--- config.mk ---
export PLATFORM = sky130hd
export DESIGN_NAME = cpu_top
export DESIGN_NICKNAME = d
export VERILOG_FILES = /design/src/rtl/cpu_pkg.sv /design/src/rtl/mdr_reg.sv /design/src/rtl/cpu_top.sv
export SDC_FILE = /design/constraint.sdc
export NUM_CORES = 1
export LEC_CHECK = 0
export BUFFER_PORTS_ARGS = -buffer_cell sky130_fd_sc_hd__buf_2
export CORE_MARGIN = 4
export CORE_UTILIZATION = 35
export DETAILED_ROUTE_END_ITERATION = 8
export HOLD_SLACK_MARGIN = 0.15
export PLACE_DENSITY = 0.55
export SYNTH_ARGS = -nofsm -noshare
export SYNTH_HDL_FRONTEND = slang
export SYNTH_HIERARCHICAL = 1
export SYNTH_SLANG_ARGS = --single-unit
--- constraint.sdc ---
create_clock -name clk -period 2.5 [get_ports clk]
set_input_delay 0.125 -clock clk [delete_from_list [all_inputs] [get_ports clk]]
set_output_delay 0.125 -clock clk [all_outputs]
set_load 0.02 [all_outputs]
--- src/rtl/cpu_pkg.sv ---
// Shared constants for the register-file / bus / MDR datapath.
package cpu_pkg;

  localparam int DATA_W     = 32;
  localparam int REG_ADDR_W = 4;
  localparam int NUM_REGS   = 1 << REG_ADDR_W;
  localparam int SEL_W      = 5;

  localparam logic [31:0] MEM_DATA = 32'hDEADBEEF;

  localparam logic [SEL_W-1:0] SEL_REG_MIN = 5'd0;
  localparam logic [SEL_W-1:0] SEL_REG_MAX = 5'd15;
  localparam logic [SEL_W-1:0] SEL_MDR     = 5'd21;

  // Register codes occupy the whole lower half of the select space.
  function automatic logic sel_is_reg(input logic [SEL_W-1:0] sel);
    return (sel >= SEL_REG_MIN) && (sel <= SEL_REG_MAX);
  endfunction

endpackage

--- src/rtl/mdr_reg.sv ---
// Memory data register: loads either the bus or the constant memory word.
module mdr_reg #(
  parameter int                DATA_W   = cpu_pkg::DATA_W,
  parameter logic [DATA_W-1:0] MEM_DATA = DATA_W'(cpu_pkg::MEM_DATA)
) (
  input  logic              clk,
  input  logic              reset,
  input  logic              load,
  input  logic              read,
  input  logic [DATA_W-1:0] bus_i,
  output logic [DATA_W-1:0] mdr_o
);

  logic [DATA_W-1:0] mdr_q;
  logic [DATA_W-1:0] mdr_d;

  // bus_i may be mdr_o itself; the register breaks that path, so no loop.
  always_comb begin
    mdr_d = mdr_q;
    if (load) begin
      mdr_d = read ? MEM_DATA : bus_i;
    end
  end

  always_ff @(posedge clk) begin
    if (reset) begin
      mdr_q <= '0;
    end else begin
      mdr_q <= mdr_d;
    end
  end

  assign mdr_o = mdr_q;

endmodule

--- src/rtl/cpu_top.sv ---
// Datapath slice: 16-entry register file, source-select bus mux and the MDR.
module cpu_top #(
  parameter int                DATA_W   = cpu_pkg::DATA_W,
  parameter logic [DATA_W-1:0] MEM_DATA = DATA_W'(cpu_pkg::MEM_DATA)
) (
  input  logic              clk,
  input  logic              reset,
  input  logic              load,
  input  logic [3:0]        addr_in,
  input  logic [3:0]        addr_out,
  input  logic [DATA_W-1:0] data_in,
  input  logic [4:0]        reg_out_select,
  input  logic              read,
  output logic [DATA_W-1:0] bus_out,
  output logic [DATA_W-1:0] mdr_out
);
  import cpu_pkg::*;

  logic [DATA_W-1:0] regs_q [NUM_REGS];
  logic [DATA_W-1:0] reg_rd;
  logic [DATA_W-1:0] mdr_val;
  logic [DATA_W-1:0] bus_val;

  always_ff @(posedge clk) begin
    if (reset) begin
      for (int i = 0; i < NUM_REGS; i++) begin
        regs_q[i] <= '0;
      end
    end else if (load) begin
      regs_q[addr_in] <= data_in;
    end
  end

  assign reg_rd = regs_q[addr_out];

  always_comb begin
    bus_val = '0;
    if (sel_is_reg(reg_out_select)) begin
      bus_val = reg_rd;
    end else if (reg_out_select == SEL_MDR) begin
      bus_val = mdr_val;
    end
  end

  // The MDR samples the pre-edge bus, so a same-edge register write is not seen.
  mdr_reg #(
    .DATA_W  (DATA_W),
    .MEM_DATA(MEM_DATA)
  ) u_mdr (
    .clk  (clk),
    .reset(reset),
    .load (load),
    .read (read),
    .bus_i(bus_val),
    .mdr_o(mdr_val)
  );

  assign bus_out = bus_val;
  assign mdr_out = mdr_val;

endmodule

======== Word level (Yosys, flattened, before mapping) ========
Memory sizes are Yosys's and may differ from the RTL's.
Cells that the tools add are included.
cells by class
  reduce and logical (&&, ||, !) cells .... 2
  magnitude comparators ................... 2
  mux-type cells .......................... 11
  eq/ne operators ......................... 1
operators with widths
  kind                                                            number
  2-to-1 mux 32 bit                                               4
  OR reduction 32 bit                                             1
  2-to-1 mux 1 bit                                                6
  == test 5 bit, second input constant                            1
  >= comparator 5 x 1 -> 1 bit, second input constant             1
  less-or-equal comparator 5 x 4 -> 1 bit, second input constant  1
  2-to-1 mux 4 bit                                                1
  logical AND 1 bit                                               1
word-level totals
  memories kept ........................... 1
  bits of input ports ..................... 49
  RAM bits ................................ 512
  output and inout bits ................... 64
  bits in registers ....................... 32
memories
  memory  depth  bits a word  rd ports  clocked after memory_dff  wr ports  line           text
  regs_q  16     32           1         0                         16        cpu_top.sv:19  logic [DATA_W-1:0] regs_q [NUM_REGS];

======== Depth between registers and ports, before layout ========
Gate-level depths: netlist of run 1.
  word-level depth ........................ 5
  depth in mapped cells ................... 9
  gate-level depth less buffers ........... 6

======== Hierarchy ========
Netlist of run 1, hierarchy kept.
by module, submodules not included
  module   seq. area each (µm²)  instances  area an instance (µm²)  cells each
  cpu_top  15374.7               1          23675.2                 1764
  mdr_reg  640.6                 1          1375.1                  141

======== Worst setup path before layout of run 1 ========
No wires, ideal clock.
  path kind ............................... input-to-reg
  from .................................... in addr_out[0]
  to ...................................... reg u_mdr.mdr_q[10], in the netlist u_mdr/mdr_o[10]
  arrival time ............................ 1.509 ns
  library setup time ...................... 0.130 ns
  stages on the path ...................... 9
  path slack .............................. 0.861 ns
  required time ........................... 2.370 ns
  cell sequence ........................... buf_2 > buf_2 > buf_2 > mux2i_1 > nand2_1 > nand3_1 > nand3_1 > nor2_1 > a211oi_2
between the ends
  cells in the longest elaborated chain, start to end .. 3
RTL lines
  what                       line           text
  start, declared            cpu_top.sv:10  input logic [3:0] addr_out,
  memory read (16 x 32 bit)  n/a
  2-to-1 mux 32 bit          cpu_top.sv:38  if (sel_is_reg(reg_out_select)) begin
  named net bus_out[10]      cpu_top.sv:14  output logic [DATA_W-1:0] bus_out,
  2-to-1 mux 32 bit          mdr_reg.sv:21  mdr_d = read ? MEM_DATA : bus_i;
  end signal, assigned       mdr_reg.sv:29  mdr_q <= mdr_d;
  end, declared              mdr_reg.sv:14  logic [DATA_W-1:0] mdr_q;
The timed path passes the listed nets, and every way through them passes these cells.
A chain may end at the register's enable or synchronous reset.

==> results of run 1 <==
## state kept, by name (all words and copies together), names as in the netlist
signal       flops
regs_q         512
u_mdr/mdr_o     32
## power breakdown
part / switching [mW] / internal [mW] / total, mW
clock: 3.59 / 4.55 / 8.15
sequential: 0.163 / 10.5 / 10.6
combinational: 1.29 / 0.659 / 1.95
total: 5.04 / 15.7 / 20.7
## critical path, delay by kind of cell
family        cells  cell delay [ps]
buf+inv           4             1110
simple gates      4             1180
## final cells by class
cell class / instances / share of cell area (%)
multi-input cells: 1202 / 28.9
repair buffers: 234 / 6.33
well taps: 940 / 4.02
clock buffers: 79 / 5.45
clock inverters: 30 / 0.586
flip-flops and latches: 544 / 54.7
diodes: 2 / 0.0171
## stage by stage
step | cells | worst slack, ps | area, um2 | utilization, % | hold slack, ps
after floorplan | 1905 | 861 | 25100 | - | 190
after global placement | 2884 | 232 | 27100 | 38.5 | 437
after detailed placement | 2884 | 226 | 27100 | 38.5 | 447
after CTS | 3029 | 338 | 29300 | 41.5 | 310
after global routing | 3029 | 162 | 29300 | 41.5 | 349
final | 3031 | 326 | 29300 | 41.5 | 339
## timing repair
item | CTS | global route
buffers inserted | 0 | 0
hold buffers | 36 | 0
endpoints found under the hold margin | 524 | 0
## worst min-delay path by stage
stage / slack [ps] / start / cells past startpoint / end
after global routing: 350 / reg_out_select[1] / 7 / u_mdr/mdr_o[8]$_SDFFE_PP0P_
after floorplan: 190 / reset / 1 / u_mdr/mdr_o[30]$_SDFFE_PP0P_
final: 340 / reg_out_select[1] / 7 / u_mdr/mdr_o[8]$_SDFFE_PP0P_
after global placement: 440 / load / 2 / u_mdr/mdr_o[25]$_SDFFE_PP0P_
after CTS: 310 / reg_out_select[1] / 7 / u_mdr/mdr_o[8]$_SDFFE_PP0P_
after detailed placement: 450 / load / 2 / u_mdr/mdr_o[25]$_SDFFE_PP0P_
## Yosys cell counts
cell	instances
clkbuf_1	99
edfxtp_1	512
buf_6	5
or2_2	17
nor2_1	62
nand3_1	96
nand2b_1	12
nor3b_1	1
mux2i_1	256
a21oi_1	40
and2_1	513
a211oi_2	24
dfxtp_1	32
nand4b_1	1
a22oi_1	96
clkbuf_2	2
buf_4	16
nand2_1	66
nor3_2	2
nand3b_1	9
nor3b_2	1
buf_1	13
nand4bb_4	1
nor3_1	2
nor2b_1	3
buf_2	24
## cell families (layout without fill, tap and decap cells)
family / Yosys count / after routing / synth area share (%)
simple gates: 786 / 786 / 18.1
flops: 544 / 544 / 63.9
mux: 256 / 256 / 10.2
compound gates: 160 / 160 / 4.87
buf+inv: 159 / 343 / 2.90
other cells: 0 / 2 / 0
## layer usage
layer  routed length [um]  global-route usage (%)  vias to the layer above
met3                 4060                    2.86                       83
li1                     -                       -                     7094
met5                    0                       0                        -
met2                35500                    32.2                      433
met4                 1070                    3.67                        0
met1                34000                    27.6                     8005
==> qor.csv, run 1 <==
metric,value,unit
power density cells,708,mW/mm2
pin count of the biggest net entering global routing,53,
leakage,11.0,nW
Critical Path AT,2470,ps
GPL Wtd Cong,0.799,
reg-to-reg endpoint,u_mdr/mdr_o[26]$_SDFFE_PP0P_,
Storage cell area,0.0160,mm2
slowest CP cell,nor2_4,
vias per inst,5.15,
Slew Limit Headroom,38.7,%
r2r startpoint,regs_q[12][26]$_SDFFCE_PN0P_,
Yosys top cell by area,edfxtp_1,
RSZ-0062 raised after global routing,false,
crit end category,flop,
fin crit period,2170,ps
crit path launch,load,
initial antenna violation count,3,
CTS H-tree lvls,2,
WS Path Type,primary input to flop,
peak supply drop,559,uV
Startpoint Class,primary input,
share of the clock period used by the worst path,87.0,%
synth unique cells,26,
Post-Syn Area,0.0251,mm2
min-delay worst type,primary input to flop,
Synth Area per Inst,13.1,um2
port bufs,112,
Worst Reg-to-Reg Cells,7,
CTS tree,yes,
# clock sinks,544,
I/O pin cnt,113,
final hold vios,0,
final slew viol count,0,
share of the yosys chip area belonging to registers,63.9,%
DR iter-0 viols,1353,
clock skew,8.18,ps
CTS buffer count,59,
worst endpoint required time,2790,ps
DRC,0,
Pwr Total,20.7,mW
max-capacitance violation count,0,
syn nets,1954,
DRT Wirelength,74600,um
via count,15600,
clk_lat worst skew,600,ps
clock slew at reported path FFs,60,ps
Multi-input gate area,0.00845,mm2
crit path to,regs_q[1][29]$_SDFFCE_PN0P_,
Yosys reg bits,544,
final setup fails,0,
Starting Density,35.5,%
DR pass1 iterations,5,
deepest clock path buffer count,3,
global-route wire length before repair,108000,um
CTS root buffer,clkbuf_16,
Die X,276,um
Nets,2090,
WL per Instance,24.6,um
die height,276,um
gr usage total,19.5,%
most frequent cells in the layout,"and2_1 (512), edfxtp_1 (512), mux2i_1 (256)",
core footprint,0.0705,mm2
fmax,0.460,GHz
vias in the first global route,15900,
actual slew at the worst max-slew pin,918,ps
"top cells by area, synth","edfxtp_1 (61%), and2_1 (13%), mux2i_1 (10%)",
Yosys top cell area share,61.4,%
setup TNS,0,ps
fillcell total,6530,
worst-path fanout max,33,
die area,0.0759,mm2
Mapped Cells,1905,
cell breakdown of the critical path,"dlygate4sd3_1, buf_4, buf_4, nor3b_2, nand2b_1, nor2_4, or2_2, buf_12",
gr ovfl total,0,
Most common cell on crit path,buf_4,
Area Overhead vs Synth,16.8,%
final antenna-violating net count,0,
post_cts resized,0,
Placement Rows,97,
worst reg2reg setup slack,500,ps
synth warn,6,
DP HPWL,45700,um
share of layout cells above drive strength 1,16.5,%
outcome,"finished, final reports clean",
largest stage delay on the critical path,600,ps
No activity file was read; power rests on OpenSTA's default activity.
==> run 2, diff against run 1 <==
--- a/config.mk
+++ b/config.mk
@@ -8,6 +8,7 @@
 export BUFFER_PORTS_ARGS = -buffer_cell sky130_fd_sc_hd__buf_2
 export CORE_MARGIN = 4
 export CORE_UTILIZATION = 35
+export CTS_BUF_LIST = sky130_fd_sc_hd__clkbuf_8
 export DETAILED_ROUTE_END_ITERATION = 8
 export HOLD_SLACK_MARGIN = 0.15
 export PLACE_DENSITY = 0.55
==> run 2 against run 1 <==
Effect of this change:
- die area unchanged
- worst setup slack got worse by 24 ps
- clock power decreased by 9.8%
- non-clock buffer count increased by 1
- total power decreased by 3.8%
- final cell count increased by 2.3%
- via count increased by 2.2%
- register-to-register slack about the same
- critical path depth decreased by 3
- utilization decreased by 0.098 points
- critical path type is now flop to output pin
- largest power group unchanged
- highest routed layer is now met5
==> qor.csv, run 2 (synthesized netlist as in run 1, its figures left out) <==
metric,value,unit,change
Pwr Total,19.9,mW,was 20.7 mW
post_cts resized,0,,unchanged
deepest clock path buffer count,3,,unchanged
CTS root buffer,clkbuf_8,,was clkbuf_16
most frequent cells in the layout,"and2_1 (512), edfxtp_1 (512), mux2i_1 (256)",,unchanged
# clock sinks,544,,unchanged
worst endpoint required time,2380,ps,was 2790 ps
port bufs,112,,unchanged
I/O pin cnt,113,,unchanged
via count,16000,,was 15600
slowest CP cell,a22oi_1,,was nor2_4
Nets,2128,,was 2090
die area,0.0759,mm2,unchanged
crit end category,output pin,,was flop
final setup fails,0,,unchanged
final core area utilization,41.4,%,was 41.5%
final slew viol count,0,,unchanged
fmax,0.455,GHz,was 0.460 GHz
pre-CTS setup slack,226,ps,unchanged
CTS buffer count,96,,was 59
pin count of the biggest net entering global routing,53,,unchanged
initial antenna violation count,6,,was 3
sw frac,25.8,%,was 24.3%
clock skew,23.5,ps,was 8.18 ps
vias per inst,5.15,,about the same
WL per Instance,24.3,um,was 24.6 um
min-delay worst type,primary input to flop,,unchanged
RSZ-0062 raised after global routing,false,,unchanged
clk_lat worst skew,680,ps,was 600 ps
GPL Wtd Cong,0.799,,unchanged
peak supply drop,360,uV,was 559 uV
Largest register FFs,512,,unchanged
DR pass1 iterations,5,,unchanged
Worst Hold Slack,282,ps,was 339 ps
actual slew at the worst max-slew pin,937,ps,was 918 ps
P_sw,5.15,mW,was 5.04 mW
Startpoint Class,flop,,was primary input
worst-path fanout max,2,,was 33
DRC,0,,unchanged
fin crit period,2200,ps,was 2170 ps
outcome,"finished, final reports clean",,unchanged
Die X,276,um,unchanged
leakage,11.2,nW,was 11.0 nW
share of layout cells above drive strength 1,17.4,%,was 16.5%
final hold vios,0,,unchanged
clock slew at reported path FFs,60,ps,about the same
Pint,14.8,mW,was 15.7 mW
Area Overhead vs Synth,16.6,%,was 16.8%
power density cells,683,mW/mm2,was 708 mW/mm2
core footprint,0.0705,mm2,unchanged
CTS tree,yes,,unchanged
largest stage delay on the critical path,440,ps,was 600 ps
DP HPWL,45700,um,unchanged
die height,276,um,unchanged
Slew Limit Headroom,37.4,%,was 38.7%
share of the clock period used by the worst path,87.9,%,was 87.0%
DR iter-0 viols,1329,,was 1353
max-capacitance violation count,0,,unchanged
Starting Density,35.5,%,unchanged
DRT Wirelength,75400,um,was 74600 um
vias in the first global route,16300,,was 15900
Reg with most FFs,regs_q,,unchanged
setup TNS,0,ps,unchanged
WS Path Type,flop to output pin,,was primary input to flop
Critical Path AT,2070,ps,was 2470 ps
Placement Rows,97,,unchanged
gr usage total,19.7,%,was 19.5%
clock power share,36.9,%,was 39.3%
Most common cell on crit path,nand3_1,,was buf_4
cell breakdown of the critical path,"mux2i_1, a22oi_1, nand3_1, nand3_1, buf_2",,"was dlygate4sd3_1, buf_4, buf_4, nor3b_2, nand2b_1, nor2_4, or2_2, buf_12"
CTS H-tree lvls,3,,was 2
fin worst setup slack,302,ps,was 326 ps
combinational share of power,9.8,%,was 9.4%
final antenna-violating net count,0,,unchanged
global-route wire length before repair,109000,um,was 108000 um
gr ovfl total,0,,unchanged
Flop pwr share,53.4,%,was 51.3%
==> run 2: layout make-up <==
| cell class | count | area (um2) |
|---|---|---|
| Clock inverter | 79 | 322 |
| Clock buffer | 99 | 1360 |
| Tap cell | 940 | 1180 |
| Timing Repair Buffer | 235 | 1860 |
| Fill cell | 6562 | 41300 |
| Multi-Input combinational cell | 1202 | 8450 |
| Antenna cell | 3 | 7.51 |
| Sequential cell | 544 | 16000 |
==> run 2: stage by stage <==
stage | cells | cell area [um2]
2_1_floorplan | 1905 | 25100
3_3_place_gp | 2884 | 27100
3_5_place_dp | 2884 | 27100
4_1_cts | 3099 | 29200
5_1_grt | 3100 | 29200
6_report | 3102 | 29200
==> run 2: metal layers <==
metal / vias to the layer above / GRT usage, % / routed length (um)
met5: - / 0.642 / 80
met4: 4 / 5.71 / 2070
li1: 7191 / - / -
met3: 137 / 4.47 / 5330
met1: 8059 / 26.8 / 32900
met2: 575 / 31.6 / 35000
==> run 2: path summary, 6_finish.rpt <==
kind | startpoint | endpoint | slack, ps | cells after the start
worst min-delay path | reg_out_select[1] | u_mdr/mdr_o[14]$_SDFFE_PP0P_ | 280 | 7
worst max-delay path | regs_q[7][19]$_SDFFCE_PN0P_ | bus_out[19] | 300 | 5
worst max register to register | regs_q[12][25]$_SDFFCE_PN0P_ | u_mdr/mdr_o[25]$_SDFFE_PP0P_ | 500 | 7
worst min register to register | u_mdr/mdr_o[20]$_SDFFE_PP0P_ | u_mdr/mdr_o[20]$_SDFFE_PP0P_ | 490 | 2
==> run 2: critical path, delay by kind of cell, from the launching register on <==
family	cells	cell delay, ps
AO/OA/AOI/OAI	1	440
buffers and inverters	1	180
flip-flops	1	330
multiplexers	1	70
AND/OR/NAND/NOR	2	390
==> run 2: power by group through the flow <==
| stage | clock network [mW] | logic [mW] | registers [mW] |
|---|---|---|---|
| 2_1_floorplan | 0 | 1.05 | 10.8 |
| 3_3_place_gp | 0 | 1.89 | 10.8 |
| 3_5_place_dp | 0 | 1.91 | 10.8 |
| 4_1_cts | 7.52 | 1.96 | 10.6 |
| 5_1_grt | 7.92 | 2.09 | 10.7 |
| 6_report | 7.35 | 1.95 | 10.6 |
==> run 2: timing repair <==
action	CTS	global route
setup buffers	0	0
hold buffers	37	0
endpoints found under the hold margin	539	0
==> run 3, diff against run 2 <==
--- a/config.mk
+++ b/config.mk
@@ -10,6 +10,7 @@
 export CORE_UTILIZATION = 35
 export CTS_BUF_LIST = sky130_fd_sc_hd__clkbuf_8
 export DETAILED_ROUTE_END_ITERATION = 8
+export GPL_TIMING_DRIVEN = 0
 export HOLD_SLACK_MARGIN = 0.15
 export PLACE_DENSITY = 0.55
 export SYNTH_ARGS = -nofsm -noshare
==> run 3 against run 2 <==
Effect of this change:
- the flow now finishes with violations (negative setup slack)
- combinational power rose by 3%
- utilization is 0.25 points lower
- critical path depth stayed put
- flip-flop and latch count did not move
- critical endpoint is now regs_q[14][21]$_SDFFCE_PN0P_
- highest routed layer is now met4
==> qor.csv, run 3 (synthesized netlist as in run 1, its figures left out) <==
metric,value,unit,change
clk_lat worst skew,700,ps,was 680 ps
Startpoint Class,primary input,,was flop
peak supply drop,369,uV,was 360 uV
# clock sinks,544,,unchanged
min-delay worst type,primary input to flop,,unchanged
fin worst setup slack,-53.2,ps,was 302 ps
setup TNS,-785,ps,was 0 ps
Die X,276,um,unchanged
r2r startpoint,regs_q[15][30]$_SDFFCE_PN0P_,,was regs_q[12][25]$_SDFFCE_PN0P_
gr ovfl total,0,,unchanged
final setup fails,29,,was 0
family with the most delay on the worst path,simple AND/OR/NAND/NOR gates,,was compound AO/OA/AOI/OAI gates
die height,276,um,unchanged
hold_sp,addr_out[3],,was reg_out_select[1]
CTS tree,yes,,unchanged
setup bufs post-CTS,0,,unchanged
share of layout cells above drive strength 1,15.0,%,was 17.4%
global-route wire length before repair,123000,um,was 109000 um
clock slew at reported path FFs,60,ps,about the same
most frequent cells in the layout,"and2_1 (513), edfxtp_1 (512), mux2i_1 (256)",,"was and2_1 (512), edfxtp_1 (512), mux2i_1 (256)"
initial antenna violation count,7,,was 6
port bufs,111,,was 112
Reg with most FFs,regs_q,,unchanged
share of the clock period used by the worst path,102,%,was 87.9%
outcome,"complete, but fails checks",,"was finished, final reports clean"
fin crit period,2550,ps,was 2200 ps
"commonest non-fill, non-tap cell in the layout",and2_1,,
Worst Reg-to-Reg Cells,7,,unchanged
worst reg2reg setup slack,690,ps,was 500 ps
cell breakdown of the critical path,"buf_2, dlygate4sd3_1, nand2b_1, nor2_1, or2_2",,"was mux2i_1, a22oi_1, nand3_1, nand3_1, buf_2"
pin count of the biggest net entering global routing,33,,was 53
vias per inst,5.35,,was 5.15
max-capacitance violation count,0,,unchanged
actual slew at the worst max-slew pin,1500,ps,was 937 ps
RSZ-0062 raised after global routing,false,,unchanged
Starting Density,35.5,%,unchanged
crit end category,flop,,was output pin
Nets,2206,,was 2128
WL per Instance,27.4,um,was 24.3 um
I/O pin cnt,113,,unchanged
failing checks,negative setup slack,,
final hold vios,0,,unchanged
die area,0.0759,mm2,unchanged
Buffers & Inverters on Critical Path,2,,was 1
DR pass1 iterations,6,,was 5
largest stage delay on the critical path,1240,ps,was 440 ps
leakage,11.1,nW,was 11.2 nW
via count,17000,,was 16000
vias in the first global route,17000,,was 16300
CTS root buffer,clkbuf_8,,unchanged
final slew viol count,0,,unchanged
pre-CTS setup slack,-908,ps,was 226 ps
Slew Limit Headroom,0.0463,%,was 37.4%
final antenna-violating net count,0,,unchanged
WS Path Type,primary input to flop,,was flop to output pin
deepest clock path buffer count,3,,unchanged
DRC,0,,unchanged
Placement Rows,97,,unchanged
Worst Hold Slack,217,ps,was 282 ps
CTS buffer count,95,,was 96
worst endpoint required time,2770,ps,was 2380 ps
Finished Layout Cells,3176,,was 3102
power density cells,701,mW/mm2,was 683 mW/mm2
gr usage total,22.7,%,was 19.7%
placed cells,2957,,was 2884
worst-path fanout max,32,,was 2
core footprint,0.0705,mm2,unchanged
Area Overhead vs Synth,15.9,%,was 16.6%
Min-Delay Path Depth,6,,was 7
DRT Wirelength,87200,um,was 75400 um
fmax,0.392,GHz,was 0.455 GHz
Critical Path AT,2820,ps,was 2070 ps
CTS H-tree lvls,3,,unchanged
DR iter-0 viols,1778,,was 1329
WHS Endpoint,u_mdr/mdr_o[11]$_SDFFE_PP0P_,,was u_mdr/mdr_o[14]$_SDFFE_PP0P_
GPL Wtd Cong,0.842,,was 0.799
Largest register FFs,512,,unchanged
reg-to-reg endpoint,u_mdr/mdr_o[30]$_SDFFE_PP0P_,,was u_mdr/mdr_o[25]$_SDFFE_PP0P_
clock skew,50.8,ps,was 23.5 ps
Pwr Total,20.3,mW,was 19.9 mW
slowest CP cell,or2_2,,was a22oi_1
crit path launch,addr_in[1],,was regs_q[7][19]$_SDFFCE_PN0P_
DP HPWL,54500,um,was 45700 um
## run 3: report_power, final
group	switching, mW	total (mW)	leakage [nW]	internal, mW
clock	3.80	7.70	1.05	3.89
combinational	1.40	2.00	4.92	0.598
sequential	0.165	10.7	5.15	10.5
total	5.37	20.3	11.1	15.0
## run 3: routing by layer
layer  vias up  global-route usage, %  wire (um)
met1      8563                   29.9      36200
met3       197                   6.49       8240
met2       866                   35.7      39300
li1       7363                      -          -
met5         -                      0          0
met4         0                   9.04       3420
## run 3: what timing repair did
item                                    CTS  global route
gates resized for setup                  15            11
endpoints found under the setup margin   40            42
hold buffers                             43             0
endpoints found under the hold margin   512             0
## run 3: through the flow
| stage | instance area [um2] | utilization (%) |
|---|---|---|
| 2_1_floorplan | 25100 | - |
| 3_3_place_gp | 26800 | 38.0 |
| 3_5_place_dp | 26800 | 38.0 |
| 4_1_cts | 29000 | 41.1 |
| 5_1_grt | 29000 | 41.2 |
| 6_report | 29000 | 41.2 |
## run 3: worst reg2reg max path: stages (launching register included)
cell           delay [ps]
edfxtp_1              370
mux2i_1               190
a22oi_1               110
nand3_1               170
nand3_1               110
nor2_1                120
a211oi_2               70
dlygate4sd3_1         560
## run 3: worst max path at each step
| stage | slack, ps | depth (start not counted) | to |
|---|---|---|---|
| 2_1_floorplan | 860 | 9 | u_mdr/mdr_o[10]$_SDFFE_PP0P_ |
| 3_3_place_gp | -960 | 8 | u_mdr/mdr_o[13]$_SDFFE_PP0P_ |
| 3_5_place_dp | -910 | 8 | u_mdr/mdr_o[6]$_SDFFE_PP0P_ |
| 4_1_cts | 3 | 8 | bus_out[8] |
| 5_1_grt | 7 | 5 | regs_q[14][31]$_SDFFCE_PN0P_ |
| 6_report | -50 | 5 | regs_q[14][21]$_SDFFCE_PN0P_ |
## run 3: area by class of cell
cell class,count,area [um2]
clock buffers,103,1420
flip-flops and latches,544,16000
well taps,940,1180
diodes,4,10.0
repair buffers,155,997
clock inverters,69,323
plain buffers,159,763
multi-input cells,1202,8330
fillers,6641,41500
